<file path="src/rtl/vga_bounce_gen.sv">
// vga_bounce_gen: VGA timing generator drawing NOBJ bouncing filled circles on black
// Ports: clk pixel clock; rst async active-high reset; pause freezes motion at the frame update;
//   VGA_R/VGA_G/VGA_B colour (CW bits each); VGA_HS/VGA_VS syncs (active level HS_POL/VS_POL);
//   VGA_DE visible-pixel enable; frame_start one-clock pulse for pixel (0,0).
//   All outputs are registered one clock after the counter state they describe.
// Optional: define VGA_BORDER_EN for a white one-pixel frame around the visible area.
module vga_bounce_gen #(
  parameter int HWIDTH  = 640,
  parameter int HFPORCH = 16,
  parameter int HSYNC   = 96,
  parameter int HBPORCH = 48,
  parameter int VWIDTH  = 480,
  parameter int VFPORCH = 10,
  parameter int VSYNC   = 2,
  parameter int VBPORCH = 33,
  parameter int HS_POL  = 0,
  parameter int VS_POL  = 0,
  parameter int CW      = 4,
  parameter int NOBJ    = 2,
  parameter int RADIUS  = 30,
  parameter int STEP    = 1
) (
  input  logic          clk,
  input  logic          rst,
  input  logic          pause,
  output logic [CW-1:0] VGA_R,
  output logic [CW-1:0] VGA_G,
  output logic [CW-1:0] VGA_B,
  output logic          VGA_HS,
  output logic          VGA_VS,
  output logic          VGA_DE,
  output logic          frame_start
);
  localparam int HTOTAL = HWIDTH + HFPORCH + HSYNC + HBPORCH;
  localparam int VTOTAL = VWIDTH + VFPORCH + VSYNC + VBPORCH;
  localparam int HL = $clog2(HTOTAL);
  localparam int VL = $clog2(VTOTAL);
  localparam int PW = HL > VL ? HL : VL;
  localparam int SW = 2 * PW + 3;
  localparam logic HSA = 1'(HS_POL);
  localparam logic VSA = 1'(VS_POL);
  localparam logic [CW-1:0] FULL = '1;
  // {R,G,B} enables per object: 0 green, 1 red, 2 blue, 3 yellow
  localparam logic [11:0] PAL = {3'b110, 3'b001, 3'b100, 3'b010};
  logic [HL-1:0] hcnt_q, hcnt_d;
  logic [VL-1:0] vcnt_q, vcnt_d;
  logic h_end, v_end, upd, de_d, hs_d, vs_d, fs_d;
  logic [NOBJ-1:0] hit;
  logic [2:0] rgb_d;
  logic [CW-1:0] r_q, g_q, b_q;
  logic hs_q, vs_q, de_q, fs_q;
  // one axis step; returns {new_dir, new_pos}, dir 1 = decreasing
  function automatic logic [PW:0] mv(input logic [PW-1:0] p, input logic d, input logic [PW-1:0] hi);
    logic [PW:0] up;
    up = {1'b0, p} + (PW+1)'(STEP);
    if (!d) return up >= {1'b0, hi} ? {1'b1, hi} : {1'b0, up[PW-1:0]};
    return p <= PW'(RADIUS + STEP) ? {1'b0, PW'(RADIUS)} : {1'b1, p - PW'(STEP)};
  endfunction
  assign h_end  = hcnt_q == HL'(HTOTAL - 1);
  assign v_end  = vcnt_q == VL'(VTOTAL - 1);
  assign hcnt_d = h_end ? '0 : hcnt_q + HL'(1);
  assign vcnt_d = !h_end ? vcnt_q : v_end ? '0 : vcnt_q + VL'(1);
  // first blanking line, so positions never change inside the visible region
  assign upd    = hcnt_q == '0 && vcnt_q == VL'(VWIDTH) && !pause;
  assign de_d   = hcnt_q < HL'(HWIDTH) && vcnt_q < VL'(VWIDTH);
  assign hs_d   = (hcnt_q >= HL'(HWIDTH + HFPORCH) && hcnt_q < HL'(HWIDTH + HFPORCH + HSYNC)) ? HSA : ~HSA;
  assign vs_d   = (vcnt_q >= VL'(VWIDTH + VFPORCH) && vcnt_q < VL'(VWIDTH + VFPORCH + VSYNC)) ? VSA : ~VSA;
  assign fs_d   = hcnt_q == '0 && vcnt_q == '0;
  for (genvar g = 0; g < NOBJ; g++) begin : g_obj
    logic [PW-1:0] x_q, y_q;
    logic dirx_q, diry_q;
    logic [PW:0] xn, yn;
    logic signed [HL:0] dx;
    logic signed [VL:0] dy;
    logic signed [SW-1:0] d2;
    assign xn = mv(x_q, dirx_q, PW'(HWIDTH - 1 - RADIUS));
    assign yn = mv(y_q, diry_q, PW'(VWIDTH - 1 - RADIUS));
    always_ff @(posedge clk or posedge rst)
      if (rst) begin
        x_q    <= PW'(RADIUS + g * ((HWIDTH - 2 * RADIUS) / NOBJ));
        y_q    <= PW'(RADIUS + g * ((VWIDTH - 2 * RADIUS) / NOBJ));
        dirx_q <= 1'(g % 2);
        diry_q <= 1'((g / 2) % 2);
      end else if (upd) begin
        {dirx_q, x_q} <= xn;
        {diry_q, y_q} <= yn;
      end
    assign dx     = $signed({1'b0, hcnt_q}) - $signed({1'b0, x_q[HL-1:0]});
    assign dy     = $signed({1'b0, vcnt_q}) - $signed({1'b0, y_q[VL-1:0]});
    assign d2     = SW'(dx) * SW'(dx) + SW'(dy) * SW'(dy);
    assign hit[g] = d2 <= SW'(RADIUS * RADIUS);
  end
  // descending scan so the lowest-index circle wins overlaps
  always_comb begin
    rgb_d = '0;
    for (int i = NOBJ - 1; i >= 0; i--)
      if (hit[i]) rgb_d = PAL[3*i +: 3];
`ifdef VGA_BORDER_EN
    if (hcnt_q == '0 || hcnt_q == HL'(HWIDTH - 1) || vcnt_q == '0 || vcnt_q == VL'(VWIDTH - 1)) rgb_d = '1;
`endif
  end
  always_ff @(posedge clk or posedge rst)
    if (rst) begin
      hcnt_q <= '0;
      vcnt_q <= '0;
      r_q    <= '0;
      g_q    <= '0;
      b_q    <= '0;
      hs_q   <= ~HSA;
      vs_q   <= ~VSA;
      de_q   <= 1'b0;
      fs_q   <= 1'b0;
    end else begin
      hcnt_q <= hcnt_d;
      vcnt_q <= vcnt_d;
      r_q    <= de_d && rgb_d[2] ? FULL : '0;
      g_q    <= de_d && rgb_d[1] ? FULL : '0;
      b_q    <= de_d && rgb_d[0] ? FULL : '0;
      hs_q   <= hs_d;
      vs_q   <= vs_d;
      de_q   <= de_d;
      fs_q   <= fs_d;
    end
  assign VGA_R       = r_q;
  assign VGA_G       = g_q;
  assign VGA_B       = b_q;
  assign VGA_HS      = hs_q;
  assign VGA_VS      = vs_q;
  assign VGA_DE      = de_q;
  assign frame_start = fs_q;
endmodule
</file>
<file path="config.mk">
export PLATFORM = sky130hd
export DESIGN_NAME = vga_bounce_gen
export DESIGN_NICKNAME = d
export VERILOG_FILES = /design/src/rtl/vga_bounce_gen.sv
export SDC_FILE = /design/constraint.sdc
export NUM_CORES = 1
export LEC_CHECK = 0
export ABC_AREA = 0
export CORE_MARGIN = 4
export CORE_UTILIZATION = 60
export CTS_CLUSTER_SIZE = 40
export DETAILED_ROUTE_END_ITERATION = 10
export GPL_ROUTABILITY_DRIVEN = 0
export PLACE_DENSITY = 0.79
export SKIP_LAST_GASP = 1
export SYNTH_ARGS = -nofsm -noshare
export SYNTH_HDL_FRONTEND = slang
export SYNTH_SLANG_ARGS = --single-unit
export TNS_END_PERCENT = 50
</file>
<file path="constraint.sdc">
create_clock -name clk -period 8.55 [get_ports clk]
set_input_delay 0.855 -clock clk [delete_from_list [all_inputs] [get_ports clk]]
set_output_delay 0.855 -clock clk [all_outputs]
set_load 0.05 [all_outputs]
</file>
==> flow_metrics.py, run 1 <==
metrics = {
    "floorplan": {
        "row_count": 73,
        "die_area_sq_um": 43900,
        "fp.dieH_microns": 209,
        "start_util": 0.610,
        "pin_count": 19,
        "core-area_sq_um": 39900,
        "die_x_microns": 209,
    },
    "finish": {
        "syn2layout_area_growth_pct": 14.1,
        "utilization": 0.696,
        "layout-drive-gt1-share": 0.163,
        "diodes": 0,
        "layout_common_cells": "inv_1, fa_1, buf_4, ha_1, nor2_1",
        "final-instance-count-excl-fill": 3443,
        "n_fill_cell": 2768,
        "fin_nets": 3634,
        "final_common_cell": "inv_1",
    },
    "grt": {
        "grt_start_max_net_pins": 66,
        "first_global_vias": 20700,
        "grt_pass1_wl_microns": 102000,
        "grt_antenna_before_repair": 0,
        "gr-total-overflow": 0,
        "grtUsageTotal": 0.283,
    },
    "logic_synthesis": {
        "yosysSeqAreaShare": 0.0728,
        "yosys_warnings": 0,
        "synth-edff-count": 0,
        "synth_ff_type": "dfrtp_1",
        "synth_cell_types": 88,
        "async_reset_ff_frac": 1.00,
        "syn_inst": 2751,
        "synth_area_sq_um": 24400,
        "synth-seq-cells": 70,
        "syn_avg_cell_area_sq_um": 8.85,
    },
    "worst_setup_path": {
        "cp-start-kind": "flip-flop",
        "arrival_ns": 8.82,
        "reg2reg_slack_ns": 0.02,
        "crit_fanout": 4,
        "r2r_start": "vcnt_q[0]",
        "timing.rr.end": "VGA_R[2]",
        "endpoint_kind": "flip-flop",
        "cpMostUsedCell": "fa_1",
        "worstSetupPathType": "reg -> reg",
        "critPathRequiredTime_ns": 8.84,
        "max_stage_delay_ns": 0.55,
        "worstRegToRegCells": 35,
        "cp_slowest_cell": "fa_1",
    },
    "drt": {
        "avgRoutedWirePerCell_microns": 19.2,
        "antenna_left": 0,
        "drt_first_pass_iters": 6,
        "vias": 20600,
        "first_iter_violations": 2193,
        "wirelength_microns": 66300,
        "routed_via_density": 5.99,
        "drc": 0,
    },
    "timing": {
        "drv_slew": 0,
        "finalCriticalPeriod_ns": 8.53,
        "timing.final.crit_share": 0.998,
        "tightest_slew_ns": 1.38,
        "grt_setup_unrepaired": "true",
        "relSlewSlack": 0.0777,
        "fin_ws_ns": 0.0161,
        "setup_viol": 0,
        "fmax_mhz": 117,
        "finClkSkew_ns": 0.0172,
        "hold_viol": 0,
    },
    "place": {
        "place_ws_ns": -0.578,
        "dp_hpwl_microns": 52100,
        "numPortBuffers": 14,
        "dp.cells": 3362,
    },
    "clock_tree": {
        "cts_num_sinks": 70,
        "cts_root_buffer": "clkbuf_16",
        "cts.htree.levels": 3,
        "clk_path_buf_depth": 2,
        "cts_tree": "built",
        "cts-buffers-inserted": 9,
        "insertion_delay_ns": 0.36,
        "clkTransAtPathRegs_ns": 0.07,
    },
    "worst_hold_path": {
        "holdCritPathClass": "reg -> reg",
        "hold_start": "g_obj[1].x_q[8]",
        "holdPathStages": 2,
        "holdPathEnd": "g_obj[1].x_q[8]",
    },
    "run": {
        "cap_violations": 0,
    },
    "outcome": {
        "status": "finished clean",
    },
}
[per-layer routing]
metal,track usage,up-vias,share of wire
li1,-,9030,-
met1,0.382,10200,0.37
met2,0.474,1100,0.49
met3,0.0444,269,0.088
met4,0.0938,0,0.051
met5,0,-,0
[flip-flops by register name, indices dropped and copies added (netlist names), 2 cells and up]
name          count
g_obj.dirx_q      2
g_obj.y_q        20
g_obj.diry_q      2
g_obj.x_q        20
hcnt_q           10
vcnt_q           10
[worst max-delay path: cells and delay by family, from the launching register on]
family,cells,cell delay (ns)
compound gates,10,1.94
xor+xnor,2,0.38
fa+ha+maj,10,4.27
buf+inv,8,0.80
flops,1,0.36
simple gates,5,0.71
[cell type report]
cell class,count,area (sq um),share of cell area
Inverter,671,2540,0.0915
Timing Repair Buffer,242,1960,0.0704
Clock inverter,5,58.8,0.00212
Sequential cell,70,1780,0.0639
Multi-Input combinational cell,1919,20600,0.740
Tap cell,525,657,0.0236
Clock buffer,11,243,0.00873
[repair_timing]
item	4_1_cts	5_1_grt
setup buffers	7	56
hold buffers	0	0
cloned	0	3
setup endpoints to repair	2	2
pin swaps	12	154
resized for setup	48	206
[metrics by stage]
stage	hold slack, ns	instance area, sq um	TNS, ns
after CTS	0.535	26500	-0.000771
final	0.565	27800	0
after global placement	0.516	26000	-0.271
after floorplan	0.447	24400	0
after global routing	0.565	27800	-0.418
after detailed placement	0.526	26000	-0.785
[synthesized netlist by cell type (5+ instances only)]
master | instances | area share
xnor2_1 | 70 | 0.025
o31ai_1 | 5 | 0.0015
o32ai_1 | 7 | 0.0025
a21o_1 | 27 | 0.0083
nand2b_1 | 19 | 0.0049
o221ai_1 | 5 | 0.0018
nand3_1 | 62 | 0.013
buf_4 | 13 | 0.0040
nor2_1 | 209 | 0.032
or3_1 | 11 | 0.0028
nor4_1 | 21 | 0.0054
nor2b_1 | 17 | 0.0044
and2_1 | 16 | 0.0041
dfstp_2 | 17 | 0.018
o22ai_1 | 8 | 0.0021
nor3_1 | 90 | 0.018
a21boi_0 | 13 | 0.0040
a31oi_1 | 29 | 0.0074
ha_1 | 228 | 0.12
or4_1 | 11 | 0.0034
buf_2 | 20 | 0.0041
and3_1 | 20 | 0.0051
a21oi_1 | 76 | 0.016
clkinv_1 | 9 | 0.0014
a211oi_1 | 15 | 0.0046
dfrtp_1 | 53 | 0.054
and4_1 | 6 | 0.0022
o2111ai_1 | 5 | 0.0018
o21a_1 | 18 | 0.0055
inv_1 | 659 | 0.10
nand2_1 | 160 | 0.025
o21ai_0 | 77 | 0.016
fa_1 | 490 | 0.40
or2_2 | 12 | 0.0031
nor3b_1 | 12 | 0.0037
o211ai_1 | 14 | 0.0043
o21ai_1 | 7 | 0.0014
nand4_1 | 25 | 0.0064
a211o_1 | 8 | 0.0029
xor2_1 | 33 | 0.012
o21bai_1 | 5 | 0.0015
mux2i_1 | 10 | 0.0041
clkbuf_1 | 56 | 0.0086
[cells by family after synthesis]
group	share of synthesized area
xor gates and xnor gates	0.0370
and+or+nand+nor	0.140
AOI/OAI and AO/OA	0.104
DFF	0.0728
buffers and inverters	0.122
adders and majority gates	0.520
muxes	0.00503
other	0.000154
[worst max-delay path by stage]
stage / from / end / slack, ns
final: vcnt_q[0] / VGA_R[2] / 0.02
after global routing: hcnt_q[1] / VGA_R[2] / -0.22
after CTS: hcnt_q[0] / VGA_R[2] / -0.0008
after detailed placement: vcnt_q[0] / VGA_R[2] / -0.58
after global placement: hcnt_q[0] / VGA_R[2] / -0.27
after floorplan: hcnt_q[0] / VGA_G[2] / 0.05
Power of run 1 is not shown: default switching activity piles up to over one toggle a cycle in this logic, so the estimate is an artifact.
==> run 2: changes to the inputs <==
==> constraint.sdc (replaced) <==
create_clock -name clk -period 7.4 [get_ports clk]
set_input_delay 0.74 -clock clk [delete_from_list [all_inputs] [get_ports clk]]
set_output_delay 0.74 -clock clk [all_outputs]
set_load 0.05 [all_outputs]
==> run 2 against run 1 <==
Net effect: the flow now finishes with violations (negative setup slack); critical path depth down 3; routed wire length up 5.9%; first-iteration DRC count down 16%; die area unchanged; flip-flop and latch count unchanged; hold slack better by 0.053 ns; critical path type unchanged; highest routed layer unchanged.
==> flow_metrics.py, run 2 (synthesis results as in run 1) <==
metrics = {
    "finish": {
        "final_common_cell": "inv_1",
        "diodes": 0,
        "fin_nets": 3954,
        "regArea_sq_um": 1770,
        "syn2layout_area_growth_pct": 23.5,
        "top_regs": "g_obj.x_q (20), g_obj.y_q (20)",
        "layout_common_cells": "inv_1, buf_4, fa_1, ha_1, nor2_1",
        "layout-drive-gt1-share": 0.239,
        "multi_input_area_sq_um": 20400,
        "n_fill_cell": 2451,
    },
    "clock_tree": {
        "hold_buffers": 0,
        "clkTransAtPathRegs_ns": 0.07,
        "cts_tree": "built",
        "cts_num_sinks": 70,
        "cts.htree.levels": 3,
        "cts-buffers-inserted": 9,
        "insertion_delay_ns": 0.36,
        "cts_root_buffer": "clkbuf_16",
        "clk_path_buf_depth": 2,
    },
    "outcome": {
        "status": "finished with violations",
        "violations": "negative setup slack",
    },
    "drt": {
        "first_iter_violations": 1852,
        "drc": 0,
        "antenna_left": 0,
        "vias": 22100,
        "wirelength_microns": 70200,
        "avgRoutedWirePerCell_microns": 18.6,
        "drt_first_pass_iters": 7,
        "routed_via_density": 5.87,
    },
    "timing": {
        "relSlewSlack": 0.172,
        "finClkSkew_ns": 0.0164,
        "grt_setup_unrepaired": "true",
        "drv_slew": 0,
        "fmax_mhz": 119,
        "fin_ws_ns": -0.993,
        "setup_viol": 2,
        "timing.final.crit_share": 1.13,
        "tightest_slew_ns": 1.24,
        "finalCriticalPeriod_ns": 8.39,
        "hold_viol": 0,
    },
    "worst_setup_path": {
        "r2r_start": "hcnt_q[0]",
        "critPathRequiredTime_ns": 7.67,
        "arrival_ns": 8.67,
        "crit_fanout": 11,
        "cpMostUsedCell": "fa_1",
        "cp-start-kind": "flip-flop",
        "crit_start": "hcnt_q[0]",
        "cp_slowest_cell": "fa_1",
        "worstRegToRegCells": 32,
        "max_stage_delay_ns": 0.56,
        "worstSetupPathType": "reg -> reg",
        "endpoint_kind": "flip-flop",
    },
    "worst_hold_path": {
        "holdCritPathClass": "reg -> reg",
        "hold_start": "g_obj[0].x_q[7]",
        "holdPathStages": 2,
    },
    "run": {
        "cap_violations": 0,
    },
    "grt": {
        "grt_start_max_net_pins": 71,
        "grt_pass1_wl_microns": 113000,
        "grtUsageTotal": 0.315,
        "gr-total-overflow": 0,
        "grt_antenna_before_repair": 0,
        "first_global_vias": 23800,
    },
    "floorplan": {
        "start_util": 0.610,
        "die_area_sq_um": 43900,
        "core-area_sq_um": 39900,
        "pin_count": 19,
        "row_count": 73,
        "fp.dieH_microns": 209,
        "die_x_microns": 209,
    },
    "place": {
        "numPortBuffers": 14,
        "place_ws_ns": -1.37,
        "dp_hpwl_microns": 57900,
    },
}
## run 2: cell count changes in the layout (fill, tap and decap cells not counted), sizes merged
cell / delta
clkbuf: -3
clkinv: -2
o211a: -1
clkinvlp: -2
bufbuf: +1
inv: +6
bufinv: -1
buf: +322
## run 2: path summary, 6_finish.rpt
check	endpoint	slack, ns
worst min register to register	g_obj[0].x_q[7]	0.62
worst max register to register	VGA_R[2]	-0.99
worst min-delay path	g_obj[0].x_q[7]	0.62
min in group asynchronous	g_obj[0].y_q[7]	0.99
worst max-delay path	VGA_R[2]	-0.99
max in group asynchronous	g_obj[1].x_q[1]	5.73
## run 2: area by class of cell
type | instances | area share
multi-input combinational | 1918 | 0.679
tap | 525 | 0.0218
clock buffer | 10 | 0.00794
inverter | 671 | 0.0840
clock inverter | 6 | 0.00150
sequential | 70 | 0.0590
timing repair buffer | 563 | 0.147
## run 2: worst max-delay path: cells and delay by family, from the launching register on
kind	cells	cell delay, ns
and+or+nand+nor	7	1.16
buffers and inverters	6	0.51
DFF	1	0.36
adders and majority gates	10	4.60
AOI/OAI and AO/OA	9	1.73
## run 2: through the flow
stage               hold slack (ns)  cells  cell area, sq um  TNS [ns]   util
finish                        0.618   3763             30100     -1.87  0.754
global route                  0.646   3763             30100     -2.44  0.754
CTS                           0.561   3748             29700     -1.75  0.744
detailed placement            0.534   3718             29100     -2.68  0.730
global placement              0.529   3718             29100     -2.27  0.730
floorplan                     0.447   2754             24900    -0.870      -
## run 2: timing repair
action | in CTS | in global routing
setup endpoints to repair | 2 | 2
pin swaps | 24 | 96
setup buffers | 13 | 16
gates resized for setup | 39 | 70
cloned | 1 | 0
## run 2: per-layer routing
metal | part of all wire | track usage
met5 | 0 | 0
met4 | 0.059 | 0.144
met3 | 0.079 | 0.0525
met2 | 0.51 | 0.552
met1 | 0.35 | 0.382
Power of run 2 is left out for the same reason.
